--- src/rtl/uart_pkg.sv ---
// Shared definitions for the UART receiver: state encoding and framing constants.
// Define UART_RX_PARITY_EN to add the even-parity bit between data and stop.
package uart_pkg;

    localparam int DATA_BITS           = 8;
    localparam int MIN_CLOCKS_PER_BAUD = 4;

    typedef enum logic [2:0] {
        ST_IDLE,
        ST_START,
        ST_DATA,
`ifdef UART_RX_PARITY_EN
        ST_PARITY,
`endif
        ST_STOP,
        ST_HOLD,
        ST_WAIT_IDLE
    } rx_state_e;

endpackage

--- src/rtl/uart_rx_sync.sv ---
// Two-flop synchronizer for the asynchronous serial line; resets to the idle (high) level.
module uart_rx_sync (
    input  logic clk,
    input  logic rst_n,
    input  logic rx_async,
    output logic rx_sync
);

    logic meta_q;

    always_ff @(posedge clk or negedge rst_n) begin
        if (!rst_n) begin
            meta_q  <= 1'b1;
            rx_sync <= 1'b1;
        end else begin
            meta_q  <= rx_async;
            rx_sync <= meta_q;
        end
    end

endmodule

--- src/rtl/uart_receiver.sv ---
// UART receiver, 8N1 by default; define UART_RX_PARITY_EN for 8E1 framing.
// Holds each received byte until the downstream consumer acknowledges it.
module uart_receiver
    import uart_pkg::*;
#(
    parameter int ClocksPerBaud = 8
) (
    input  logic       clk,
    input  logic       rst_n,
    input  logic       rx_in,
    output logic [7:0] rx_byte_out,
    output logic       rx_byte_valid_out,
    input  logic       rx_byte_done_in,
    output logic       clear_to_send_out_n,
    output logic       rx_error_out
);

    localparam int CntW    = $clog2(ClocksPerBaud);
    localparam int BitIdxW = $clog2(DATA_BITS);

    localparam logic [CntW-1:0]    HalfReload = CntW'(ClocksPerBaud / 2 - 1);
    localparam logic [CntW-1:0]    FullReload = CntW'(ClocksPerBaud - 1);
    localparam logic [BitIdxW-1:0] LastBit    = BitIdxW'(DATA_BITS - 1);

    if (ClocksPerBaud < MIN_CLOCKS_PER_BAUD || (ClocksPerBaud % 2) != 0) begin : g_bad_cfg
        $error("uart_receiver: ClocksPerBaud must be even and >= %0d", MIN_CLOCKS_PER_BAUD);
    end

`ifdef UART_RX_PARITY_EN
    // Even parity: the data bits plus the parity bit must hold an even number of ones.
    function automatic logic parity_err(input logic [DATA_BITS-1:0] data, input logic par_bit);
        return ^{data, par_bit};
    endfunction
`endif

    rx_state_e              state_q, state_d;
    logic [CntW-1:0]        cnt_q, cnt_d;
    logic [BitIdxW-1:0]     bit_idx_q, bit_idx_d;
    logic [DATA_BITS-1:0]   shift_q, shift_d;
    logic [DATA_BITS-1:0]   byte_q;
    logic                   err_q, err_d;
    logic                   load_byte;
    logic                   rx_s;

    uart_rx_sync u_sync (
        .clk      (clk),
        .rst_n    (rst_n),
        .rx_async (rx_in),
        .rx_sync  (rx_s)
    );

    always_comb begin
        state_d   = state_q;
        cnt_d     = cnt_q;
        bit_idx_d = bit_idx_q;
        shift_d   = shift_q;
        err_d     = 1'b0;
        load_byte = 1'b0;

        case (state_q)
            ST_IDLE: begin
                if (!rx_s) begin
                    state_d = ST_START;
                    cnt_d   = HalfReload;
                end
            end

            // Half a bit period in: a line that is high again was only a glitch.
            ST_START: begin
                if (cnt_q == '0) begin
                    if (!rx_s) begin
                        state_d   = ST_DATA;
                        cnt_d     = FullReload;
                        bit_idx_d = '0;
                    end else begin
                        state_d = ST_IDLE;
                    end
                end else begin
                    cnt_d = cnt_q - 1'b1;
                end
            end

            ST_DATA: begin
                if (cnt_q == '0) begin
                    shift_d = {rx_s, shift_q[DATA_BITS-1:1]};
                    cnt_d   = FullReload;
                    if (bit_idx_q == LastBit) begin
`ifdef UART_RX_PARITY_EN
                        state_d = ST_PARITY;
`else
                        state_d = ST_STOP;
`endif
                    end else begin
                        bit_idx_d = bit_idx_q + 1'b1;
                    end
                end else begin
                    cnt_d = cnt_q - 1'b1;
                end
            end

`ifdef UART_RX_PARITY_EN
            ST_PARITY: begin
                if (cnt_q == '0) begin
                    if (parity_err(shift_q, rx_s)) begin
                        err_d   = 1'b1;
                        state_d = ST_WAIT_IDLE;
                    end else begin
                        state_d = ST_STOP;
                        cnt_d   = FullReload;
                    end
                end else begin
                    cnt_d = cnt_q - 1'b1;
                end
            end
`endif

            ST_STOP: begin
                if (cnt_q == '0) begin
                    if (rx_s) begin
                        load_byte = 1'b1;
                        state_d   = ST_HOLD;
                    end else begin
                        err_d   = 1'b1;
                        state_d = ST_WAIT_IDLE;
                    end
                end else begin
                    cnt_d = cnt_q - 1'b1;
                end
            end

            // Line activity is deliberately ignored while the byte is unclaimed.
            ST_HOLD: begin
                if (rx_byte_done_in) begin
                    state_d = ST_IDLE;
                end
            end

            ST_WAIT_IDLE: begin
                if (rx_s) begin
                    state_d = ST_IDLE;
                end
            end

            default: begin
                state_d = ST_IDLE;
            end
        endcase
    end

    always_ff @(posedge clk or negedge rst_n) begin
        if (!rst_n) begin
            state_q   <= ST_IDLE;
            cnt_q     <= '0;
            bit_idx_q <= '0;
            byte_q    <= '0;
            err_q     <= 1'b0;
        end else begin
            state_q   <= state_d;
            cnt_q     <= cnt_d;
            bit_idx_q <= bit_idx_d;
            err_q     <= err_d;
            if (load_byte) begin
                byte_q <= shift_q;
            end
        end
    end

    // The shift register is pure data and is always overwritten before it is used.
    always_ff @(posedge clk) begin
        shift_q <= shift_d;
    end

    assign rx_byte_out         = byte_q;
    assign rx_byte_valid_out   = (state_q == ST_HOLD);
    assign clear_to_send_out_n = (state_q != ST_IDLE);
    assign rx_error_out        = err_q;

endmodule

--- config.mk ---
export PLATFORM = sky130hd
export DESIGN_NAME = uart_receiver
export DESIGN_NICKNAME = d
export VERILOG_FILES = /design/src/rtl/uart_pkg.sv /design/src/rtl/uart_rx_sync.sv /design/src/rtl/uart_receiver.sv
export SDC_FILE = /design/constraint.sdc
export NUM_CORES = 1
export LEC_CHECK = 0
export CAP_MARGIN = 10
export CORE_MARGIN = 2
export CORE_UTILIZATION = 53
export CTS_CLUSTER_DIAMETER = 60
export DETAILED_ROUTE_END_ITERATION = 8
export GPL_ROUTABILITY_DRIVEN = 0
export PLACE_DENSITY = 0.77
export SLEW_MARGIN = 20
export SYNTH_ARGS = -nofsm -noshare
export SYNTH_HDL_FRONTEND = slang
export SYNTH_SLANG_ARGS = --single-unit
export TNS_END_PERCENT = 1
--- constraint.sdc ---
create_clock -name clk -period 2.3 [get_ports clk]
set_input_delay 0.345 -clock clk [delete_from_list [all_inputs] [get_ports clk]]
set_output_delay 0.345 -clock clk [all_outputs]
set_load 0.02 [all_outputs]
* Word-level counts from Yosys, hierarchy flattened
Index checks and enable logic that the tools add are counted.
** Storage, ports and cells
- Input bits :: 4
- Bits in registers :: 28
** Cells by class
- Multiplexer cells :: 27
- Equal/unequal tests :: 17
- Reductions and logical operators :: 9
- $add $sub $neg :: 2
** Operators by type and width (count)
- 3-bit 2-to-1 mux :: 16
- 3-bit case mux with 6 select lines :: 1
- 2-bit inequality test (second input constant) :: 8
- 3-bit case mux with 4 select lines :: 1
- 3-bit == test (second input constant) :: 3
- 1-bit 2-to-1 mux :: 7
- 7-bit AND reduction :: 1
- 3-bit by 2-bit == test with 1-bit output (second input constant) :: 2
- 3-bit zero test :: 2
- 3-bit case mux with 2 select lines :: 1
- 5-bit AND reduction :: 1
- 2-bit by 1-bit inequality test with 1-bit output (second input constant) :: 2
- 4-bit AND reduction :: 1
- 4-bit nonzero test :: 1
- 3-bit by 1-bit adder with 3-bit output (second input constant) :: 1
- 3-bit by 1-bit == test with 1-bit output (second input constant) :: 1
- 3-bit inequality test (second input constant) :: 1
- 3-bit nonzero test :: 1
- 3-bit by 1-bit subtractor with 3-bit output (second input constant) :: 1
- 2-bit 2-to-1 mux :: 1
- 2-bit AND reduction :: 1
- 2-bit nonzero test :: 1

* Logic depth before layout (Yosys ltp)
Gate-level depths: netlist (run 1).
- Depth in word-level cells :: 4
- Mapped depth :: 6
- Depth with buffers taken out :: 6

* Hierarchy
From an unflattened synthesis (run 1), not the netlist that was laid out.
** Second synthesis, totals
- Cell total of the unflattened synthesis :: 95
- Area, all modules :: 1232.4 µm²
** Modules (own cells, without submodules)
- uart_receiver :: times used 1, cells an instance 93, area each 1179.9 µm²
- uart_rx_sync :: times used 1, cells an instance 2, area each 52.6 µm²

* Worst setup path after synthesis (run 1)
OpenSTA, ideal clock, no wires.
- Kind :: reg2reg
- Start :: reg bit_idx_q[0]
- End :: reg bit_idx_q[0]
- Data arrival time :: 1.609 ns
- Buffers on the path :: 0
- Clock period less this slack :: 1.734 ns
- Path slack :: 0.566 ns
- Stages on the path, launching flop included :: 7
- Path through :: dfrtp_1 -> ha_1 -> ha_1 -> nand2b_1 -> mux2i_1 -> or4_4 -> mux2_4
** On the way
- Longest elaborated chain between the ends :: 4
** Ends and longest elaborated chain
- start, declared :: RTL line uart_receiver.sv:38 : logic [BitIdxW-1:0] bit_idx_q, bit_idx_d;
- start signal, assigned :: RTL line uart_receiver.sv:160 : bit_idx_q <= bit_idx_d;
- 3-bit by 1-bit adder with 3-bit output :: RTL line uart_receiver.sv:94 : bit_idx_d = bit_idx_q + 1'b1;
- 3-bit 2-to-1 mux :: RTL line uart_receiver.sv:87 : if (bit_idx_q == LastBit) begin
- 3-bit 2-to-1 mux :: RTL line uart_receiver.sv:84 : if (cnt_q == '0) begin
- 3-bit case mux with 2 select lines :: RTL line uart_receiver.sv:60 : case (state_q)
Several ways; a longest one is shown, not always the timed one. The select of a mux whose other input is x is not followed.
A chain may end at the register's enable or synchronous reset.

* Worst setup path in the final report (run 1)
- Start :: reg state_q[1]
- End :: out rx_byte_valid_out
** On the way
- Longest elaborated chain between the ends :: 1
** Ends and longest elaborated chain
- start, declared :: RTL line uart_receiver.sv:36 : rx_state_e state_q, state_d;
- start signal, assigned :: RTL line uart_receiver.sv:158 : state_q <= state_d;
- 3-bit == test :: RTL line uart_receiver.sv:174 : assign rx_byte_valid_out = (state_q == ST_HOLD);
- end, declared :: RTL line uart_receiver.sv:12 : output logic rx_byte_valid_out,
No other way between the ends.

==> reports/qor.yml, run 1 <==
p_sw_w: 0.000566
postSynth.asyncResetShare_pct: 71.4
synth_area_leader_cell: "dfrtp_1"
syn_avg_cell_area_um2: 12.8
clk_pin_slew_ns: 0.14
fin_skew_ns: 0.0126
max_slew_margin_pct: 60.1
power_frac_seq_pct: 43.5
switching_share_pct: 32.5
dp_cells: 136
ys_ff_latch: 28
die_h_um: 52.2
post_dp_cell_area_um2: 1400
start_kind: "flop"
synth_warnings: 0
drtIter0Drc: 19
crit_path_end_kind: "output port"
fmaxAchievable_mhz: 469
crit_chain: "nor2_1, and2_1, clkdlybuf4s50_1"
synthSimpleGateAreaFrac_pct: 13.2
vias: 752
cp.arrival_ns: 1.79
boundaryPins: 15
crit_slowest_cell: "clkdlybuf4s50_1"
critPathMaxStageDelay_ns: 0.60
overflow: 0
hpwl_um: 1390
period_share_pct: 92.7
seq_area_frac_synth_pct: 60.5
min_path_type: "reg -> reg"
ctsHoldBuffers: 0
drive_gt1_share_pct: 22.3
cts_setup_buffers: 0
vias_per_cell: 5.37
clkLatencyLatePin_ns: 0.32
p_comb_share_pct: 38.8
status: "completed"
yosys-top-cells-area: "dfrtp_1 37%, edfxtp_1 20%, mux2_2 7.3%"
die_w_um: 52.2
ant_nets: 0
finalSetupTns_ns: 0
layout_commonest_cell: "dfrtp_1"
htreeDepth: 1
dp_slack_ns: 0.454
hold_violations: 0
min_period_ns: 2.13
synth_cell_type_count: 33
syn_inst: 96
wl_per_cell_um: 13.3
drtPass1Iterations: 4
synth-compound-area-share_pct: 6.31
area_delta_synth_final_pct: 18.1
rsz0062_at_grt: "no"
synth_top_area_share_pct: 36.7
synth-xor-area-share_pct: 0.713
grt_usage_pct: 16.3
cts_tree: "yes"
synth_edf_count: 8
mostFrequentLayoutCells: "16 x dfrtp_1, 14 x clkdlybuf4s50_1, 8 x mux2_2, 8 x edfxtp_1, 6 x nand2_1"
path_max_fanout: 11
ir_drop_mv: 0.796
synth_top_family_by_area: "simple AND/OR/NAND/NOR gates"
drv_cap: 0
finalWirelength_um: 1860
internal_power_w: 0.00117
synth_fa_ha_area_share_pct: 4.07
cp.required_ns: 1.96
crit_type: "reg -> out"
synthesis.nets: 104
initial_utilization_pct: 55.5
cts_max_path_buffers: 2
tightest_slew_ns: 0.596
synth_ff_type: "dfrtp_1"
hold_ws_ns: 0.371
grt_first_pass_wirelength_um: 3080
synth_area_um2: 1230
ctsRootBufferMaster: "clkbuf_4"
cts-buffers-inserted: 3
powerDensity_nw_per_um2: 1200
numPortBuffers: 14
finalNonFillerCells: 140
layout_setup_ws_ns: 0.168
antenna_found_initial: 0
cts.repair.resized: 0
clock-sinks: 28
p_leak_nw: 0.629
die-area_um2: 2720
drv_slew: 0
p_clk_share_pct: 17.7
grt_pass1_vias: 655
core_area_um2: 2210
setup_viol: 0
drc: 0
grt_max_degree: 17
synthMuxAreaShare_pct: 11.8
nets: 121
rows: 17
fin_area_um2: 1450
diodes: 0
[logic make-up (layout without fill, tap and decap cells)]
kind of cell | after synthesis | after routing
xor gates and xnor gates | 1 | 1
adders and majority gates | 4 | 4
AOI/OAI and AO/OA | 11 | 11
and+or+nand+nor | 30 | 30
buffers and inverters | 9 | 25
DFF | 28 | 28
muxes | 13 | 13
[per-layer routing]
layer  GRT usage, %  wire [um]  vias up
met1           22.3        868      376
met3           5.17         58        2
met2           23.4        920       11
met5              0          0        -
met4           7.69         16        0
li1               -          -      363
[through the flow]
stage	utilization, %	total power, W
3_3_place_gp	63.1	0.00142
2_1_floorplan	-	0.00122
6_report	65.6	0.00174
5_1_grt	65.6	0.00186
3_5_place_dp	63.1	0.00145
4_1_cts	65.5	0.00176
[final timing paths]
kind,to,cells after the start,from,slack [ns]
max,rx_byte_valid_out,3,state_q[1]$_DFFE_PN0P_,0.17
min,u_sync.rx_sync$_DFF_PN1_,0,u_sync.meta_q$_DFF_PN1_,0.37
max reg2reg,bit_idx_q[0]$_DFFE_PN0P_,6,bit_idx_q[0]$_DFFE_PN0P_,0.46
min reg2reg,u_sync.rx_sync$_DFF_PN1_,0,u_sync.meta_q$_DFF_PN1_,0.37
max in group asynchronous,rx_byte_out[2]$_DFFE_PN0P_,2,rst_n,1.36
min in group asynchronous,cnt_q[1]$_DFFE_PN0P_,1,rst_n,0.38
[state kept, by name (all words and copies together), names as in the netlist]
| register | flops |
|---|---|
| rx_byte_out | 8 |
| shift_q | 8 |
| bit_idx_q | 3 |
| cnt_q | 3 |
| state_q | 3 |
| rx_error_out | 1 |
| u_sync.meta_q | 1 |
| u_sync.rx_sync | 1 |
[power groups by stage]
| stage | Combinational, W | Clock, W | Sequential [W] |
|---|---|---|---|
| finish | 0.000675 | 0.000307 | 0.000756 |
| detailed placement | 0.000682 | 0 | 0.000763 |
| floorplan | 0.000441 | 0 | 0.000783 |
| global placement | 0.000663 | 0 | 0.000756 |
| CTS | 0.000683 | 0.000321 | 0.000752 |
| global route | 0.000738 | 0.000344 | 0.000777 |
[worst max-delay path, delay by kind of cell, from the launching register on]
kind | cells | cell delay (ns)
buf+inv | 1 | 0.60
flops | 1 | 0.51
simple gates | 2 | 0.35
[area by class of cell]
cell class	count	area, um2
inverters	5	18.8
flip-flops and latches	28	746
repair buffers	16	155
well taps	28	35.0
multi-input cells	59	444
fillers	173	761
clock buffers	3	22.5
clock inverters	1	30.0
[synthesized netlist by cell type (3+ instances only)]
master and count:
ha_1 4, nand2b_1 5, nand2_1 6, nor2_1 5
edfxtp_1 8, mux2i_1 4, nor3_1 3, inv_1 5
dfrtp_1 18, mux2_2 8
Note: power is estimated with default switching activity, not from simulation.
==> inputs of run 2 (changes only) <==
--- a/config.mk
+++ b/config.mk
@@ -12,6 +12,7 @@
 export DETAILED_ROUTE_END_ITERATION = 8
 export GPL_ROUTABILITY_DRIVEN = 0
 export PLACE_DENSITY = 0.77
+export RECOVER_POWER = 25
 export SLEW_MARGIN = 20
 export SYNTH_ARGS = -nofsm -noshare
 export SYNTH_HDL_FRONTEND = slang
==> run 2 against run 1 <==
Net effect:
- setup slack got worse by 0.0018 ns
- combinational power about the same
- non-clock buffer count is the same
- critical endpoint unchanged
==> reports/qor.yml, run 2 (synthesis results as in run 1) <==
cp.arrival_ns: 1.79  # about the same
p_leak_nw: 0.629  # about the same
min_path_type: "reg -> reg"  # unchanged
grt_first_pass_wirelength_um: 3080  # unchanged
wl_per_cell_um: 13.4  # was 13.3 um
die_h_um: 52.2  # unchanged
post_dp_cell_area_um2: 1400  # unchanged
cts-buffers-inserted: 3  # unchanged
multi_input_area_um2: 444  # unchanged
die_w_um: 52.2  # unchanged
nets: 121  # unchanged
path_max_fanout: 11  # unchanged
dp_slack_ns: 0.454  # unchanged
initial_utilization_pct: 55.5  # unchanged
ir_drop_mv: 0.796  # about the same
tightest_slew_ns: 0.606  # was 0.596 ns
cp.required_ns: 1.96  # about the same
drc: 0  # unchanged
setup_viol: 0  # unchanged
hold_ws_ns: 0.377  # was 0.371 ns
cts_max_path_buffers: 2  # unchanged
clkLatencyLatePin_ns: 0.32  # about the same
overflow: 0  # unchanged
drtPass1Iterations: 4  # unchanged
rsz0062_at_grt: "no"  # unchanged
finalWirelength_um: 1870  # was 1860 um
grt_max_degree: 17  # unchanged
core_area_um2: 2210  # unchanged
powerDensity_nw_per_um2: 1200  # about the same
grt_pass1_vias: 655  # unchanged
drv_cap: 0  # unchanged
grt_usage_pct: 16.3  # unchanged
mostFrequentLayoutCells: "16 x dfrtp_1, 12 x clkdlybuf4s50_1, 8 x mux2_2, 8 x edfxtp_1, 6 x nand2_1"  # was 16 x dfrtp_1, 14 x clkdlybuf4s50_1, 8 x mux2_2, 8 x edfxtp_1, 6 x nand2_1
nFillCells: 173  # unchanged
fin_skew_ns: 0.0115  # was 0.0126 ns
vias: 750  # was 752
start_kind: "flop"  # unchanged
fin_area_um2: 1450  # unchanged
min_period_ns: 2.13  # about the same
cts_setup_buffers: 0  # unchanged
reg2reg_from: "bit_idx_q[0]$_DFFE_PN0P_"  # unchanged
crit_path_end_kind: "output port"  # unchanged
layout_commonest_cell: "dfrtp_1"  # unchanged
clk_pin_slew_ns: 0.14  # about the same
drive_gt1_share_pct: 21.4  # was 22.3%
hold_violations: 0  # unchanged
period_share_pct: 92.8  # was 92.7%
layout_setup_ws_ns: 0.166  # was 0.168 ns
ant_nets: 0  # unchanged
finalSetupTns_ns: 0  # unchanged
area_delta_synth_final_pct: 18.1  # unchanged
crit_type: "reg -> out"  # unchanged
fmaxAchievable_mhz: 469  # about the same
drtIter0Drc: 21  # was 19
vias_per_cell: 5.36  # was 5.37
status: "completed"  # unchanged
cts_tree: "yes"  # unchanged
finalNonFillerCells: 140  # unchanged
dp_cells: 136  # unchanged
die-area_um2: 2720  # unchanged
diodes: 0  # unchanged
clock-sinks: 28  # unchanged
antenna_found_initial: 0  # unchanged
crit_start: "state_q[1]$_DFFE_PN0P_"  # unchanged
hpwl_um: 1390  # unchanged
regArea_um2: 746  # unchanged
rows: 17  # unchanged
numPortBuffers: 14  # unchanged
hold_start: "u_sync.meta_q$_DFF_PN1_"  # unchanged
boundaryPins: 15  # unchanged
max_slew_margin_pct: 59.5  # was 60.1%
htreeDepth: 1  # unchanged
ctsHoldBuffers: 0  # unchanged
ctsRootBufferMaster: "clkbuf_4"  # unchanged
drv_slew: 0  # unchanged
[run 2: worst paths after layout]
kind / cells after the start / to / slack [ns]
worst max register to register: 6 / bit_idx_q[0]$_DFFE_PN0P_ / 0.46
min in group asynchronous: 1 / cnt_q[1]$_DFFE_PN0P_ / 0.45
worst min register to register: 0 / u_sync.rx_sync$_DFF_PN1_ / 0.38
max in group asynchronous: 2 / rx_byte_out[2]$_DFFE_PN0P_ / 1.29
worst min-delay path: 0 / u_sync.rx_sync$_DFF_PN1_ / 0.38
worst max-delay path: 3 / rx_byte_valid_out / 0.17
[run 2: final cells by class]
type | count | area share, %
repair buffers | 16 | 10.7
clock buffers | 3 | 1.55
flip-flops and latches | 28 | 51.4
multi-input cells | 59 | 30.6
clock inverters | 1 | 2.07
inverters | 5 | 1.29
well taps | 28 | 2.41
[run 2: metrics by stage]
stage / total power [W] / utilization (%)
finish: 0.00174 / 65.6
global placement: 0.00142 / 63.1
floorplan: 0.00122 / -
CTS: 0.00176 / 65.5
global route: 0.00186 / 65.6
detailed placement: 0.00145 / 63.1
[run 2: per-layer routing]
metal,part of all wire [%],track usage (%)
met4,0.85,7.69
met5,0,0
met1,47,22.3
met2,49,23.4
met3,3.0,5.17
[run 2: critical path, cell delays in order, from the launching register on]
cell,delay (ns)
dfrtp_2,0.51
nor2_1,0.20
and2_1,0.15
clkdlybuf4s50_1,0.60
[run 2: power by group]
part | internal (W) | leakage [nW] | switching (W)
logic | 0.000357 | 0.275 | 0.000318
registers | 0.000639 | 0.326 | 0.000117
clock network | 0.000176 | 0.0279 | 0.000131
total | 0.00117 | 0.629 | 0.000566
[run 2: what timing repair did]
item | CTS | global route
hold endpoints to repair | 0 | 0
resized for setup | 0 | 2
setup endpoints to repair | 0 | 1
==> inputs of run 3 (changes only) <==
--- a/config.mk
+++ b/config.mk
@@ -5,10 +5,11 @@
 export SDC_FILE = /design/constraint.sdc
 export NUM_CORES = 1
 export LEC_CHECK = 0
-export CAP_MARGIN = 10
+export CAP_MARGIN = 25
 export CORE_MARGIN = 2
 export CORE_UTILIZATION = 53
 export CTS_CLUSTER_DIAMETER = 60
+export CTS_CLUSTER_SIZE = 24
 export DETAILED_ROUTE_END_ITERATION = 8
 export GPL_ROUTABILITY_DRIVEN = 0
 export PLACE_DENSITY = 0.77
==> results of run 3 <==
Final layout, timing and power as in run 2 (identical DEF).
==> variant: new RTL, flow settings as in run 2 <==
Change the parameter `ClocksPerBaud` from 8 to 16.
--- a/src/rtl/uart_receiver.sv
+++ b/src/rtl/uart_receiver.sv
@@ -3,7 +3,7 @@
 module uart_receiver
     import uart_pkg::*;
 #(
-    parameter int ClocksPerBaud = 8
+    parameter int ClocksPerBaud = 16
 ) (
     input  logic       clk,
     input  logic       rst_n,
Behaviour: not the same (Yosys sat finds a counterexample within 10 cycles, from zero or initial values and one cycle with rst_n low).
==> variant against run 2 <==
First-iteration DRC count up 43%; worst setup slack worse by 0.015 ns; register-to-register slack better by 0.02 ns; synthesized area increased by 2.0%; global-route usage increased by 2.7 points; via count grew 9.6%; sequential power rose by 2%; clock skew is 0.0082 ns lower; power is 1.5% higher; sequential cell count rose by 1; utilization rose by 2.8 points; routed wire length is 13% higher; count of clock-buffer cells in the layout grew 4; cell area rose by 5.3%; critical path type unchanged; highest routed layer unchanged.
==> variant: results (changes against run 2) <==
Clock Buffer Count=7 (+4); worst vdd ir=0.8556 mV (+7.4%); core area=2233 um^2 (+0.96%); vias=822 (+9.6%); Crit path largest cell delay=0.56 ns (-0.04 ns); Vias/cell=5.789 (+8.1%); layout cell share with drive strength beyond 1=0.2456 (+0.03133); crit-path leading delay family=flip-flops; Worst path slowest cell=dfrtp_1; vias in the first global route=769 (+17%); met1 usage=0.2396 (+0.01655); status=finished clean; initial drt markers=30 (+43%); ranking of synthesized cells by area=dfrtp_1 (38%), edfxtp_1 (19%), mux2_2 (8.1%); GR Util met3=0.06286 (+0.01113); Worst R2R Start=cnt_q[0]$_DFFE_PN0P_; Post-Syn Nets=99 (-4.8%); pin count of the biggest net entering global routing=15 (-2); ClkCell Share=0.05569 (+0.01948); crit path to=clear_to_send_out_n; multi-input gate share of total cell area=0.2965 (-0.009558); Non-CTS buffers=17 (+1); first-pass GRT wire length=3553 um (+15%); htree depth=2 (+1); Routed Wire Length=2117 um (+13%); FF+latch area=769.5 um^2 (+3.2%); DR WL met2=1037 um (+13%); Worst R2R End=cnt_q[2]$_DFFE_PN0P_; Final #Nets=120 (-0.83%); CP max FO=14 (+3); grt met2 use=0.2854 (+0.05124); routed length on met3=108 um (+89%); leakage power=0.6611 nW (+5.1%); invs w/o clock=6 (+1); Total Routing Usage GR=0.1895 (+0.02694); placed cell area=1439 um^2 (+3.0%); Placed Cells=134 (-1.5%); # fillers=167 (-3.5%); Metal-1 WL=931 um (+5.4%); Rel. slew slack=0.6608 (+0.06592); CTS Buf Count=5 (+2); DP HPWL=1471 um (+5.4%); syn avg cell area=13.63 um^2 (+6.5%); register area share after synthesis=0.6128 (+0.007886)
-- variant: kinds of logic (layout without fill, tap and decap cells) --
| family | count (synthesis) | after routing | synth area share |
|---|---|---|---|
| AO/OA/AOI/OAI | 22 | 22 | 0.1288 |
| buffers and inverters | 9 | 31 | 0.02794 |
| flip-flops | 29 | 29 | 0.6128 |
| AND/OR/NAND/NOR | 18 | 18 | 0.1038 |
| multiplexers | 11 | 11 | 0.09681 |
| adder cells (fa/ha/maj) | 3 | 3 | 0.02994 |
-- variant: power by group through the flow --
stage	Combinational, mW	Sequential (mW)	Clock, mW
6_report	0.568	0.770	0.426
5_1_grt	0.628	0.793	0.465
4_1_cts	0.572	0.766	0.436
3_5_place_dp	0.569	0.776	0
3_3_place_gp	0.559	0.771	0
2_1_floorplan	0.343	0.805	0
-- variant: metrics by stage --
step,hold slack [ns],setup slack [ns]
after floorplan,0.04941,0.4685
after global routing,0.3652,0.05545
after global placement,0.3471,0.4492
final,0.3596,0.1514
after detailed placement,0.3498,0.3787
after CTS,0.3627,0.006412
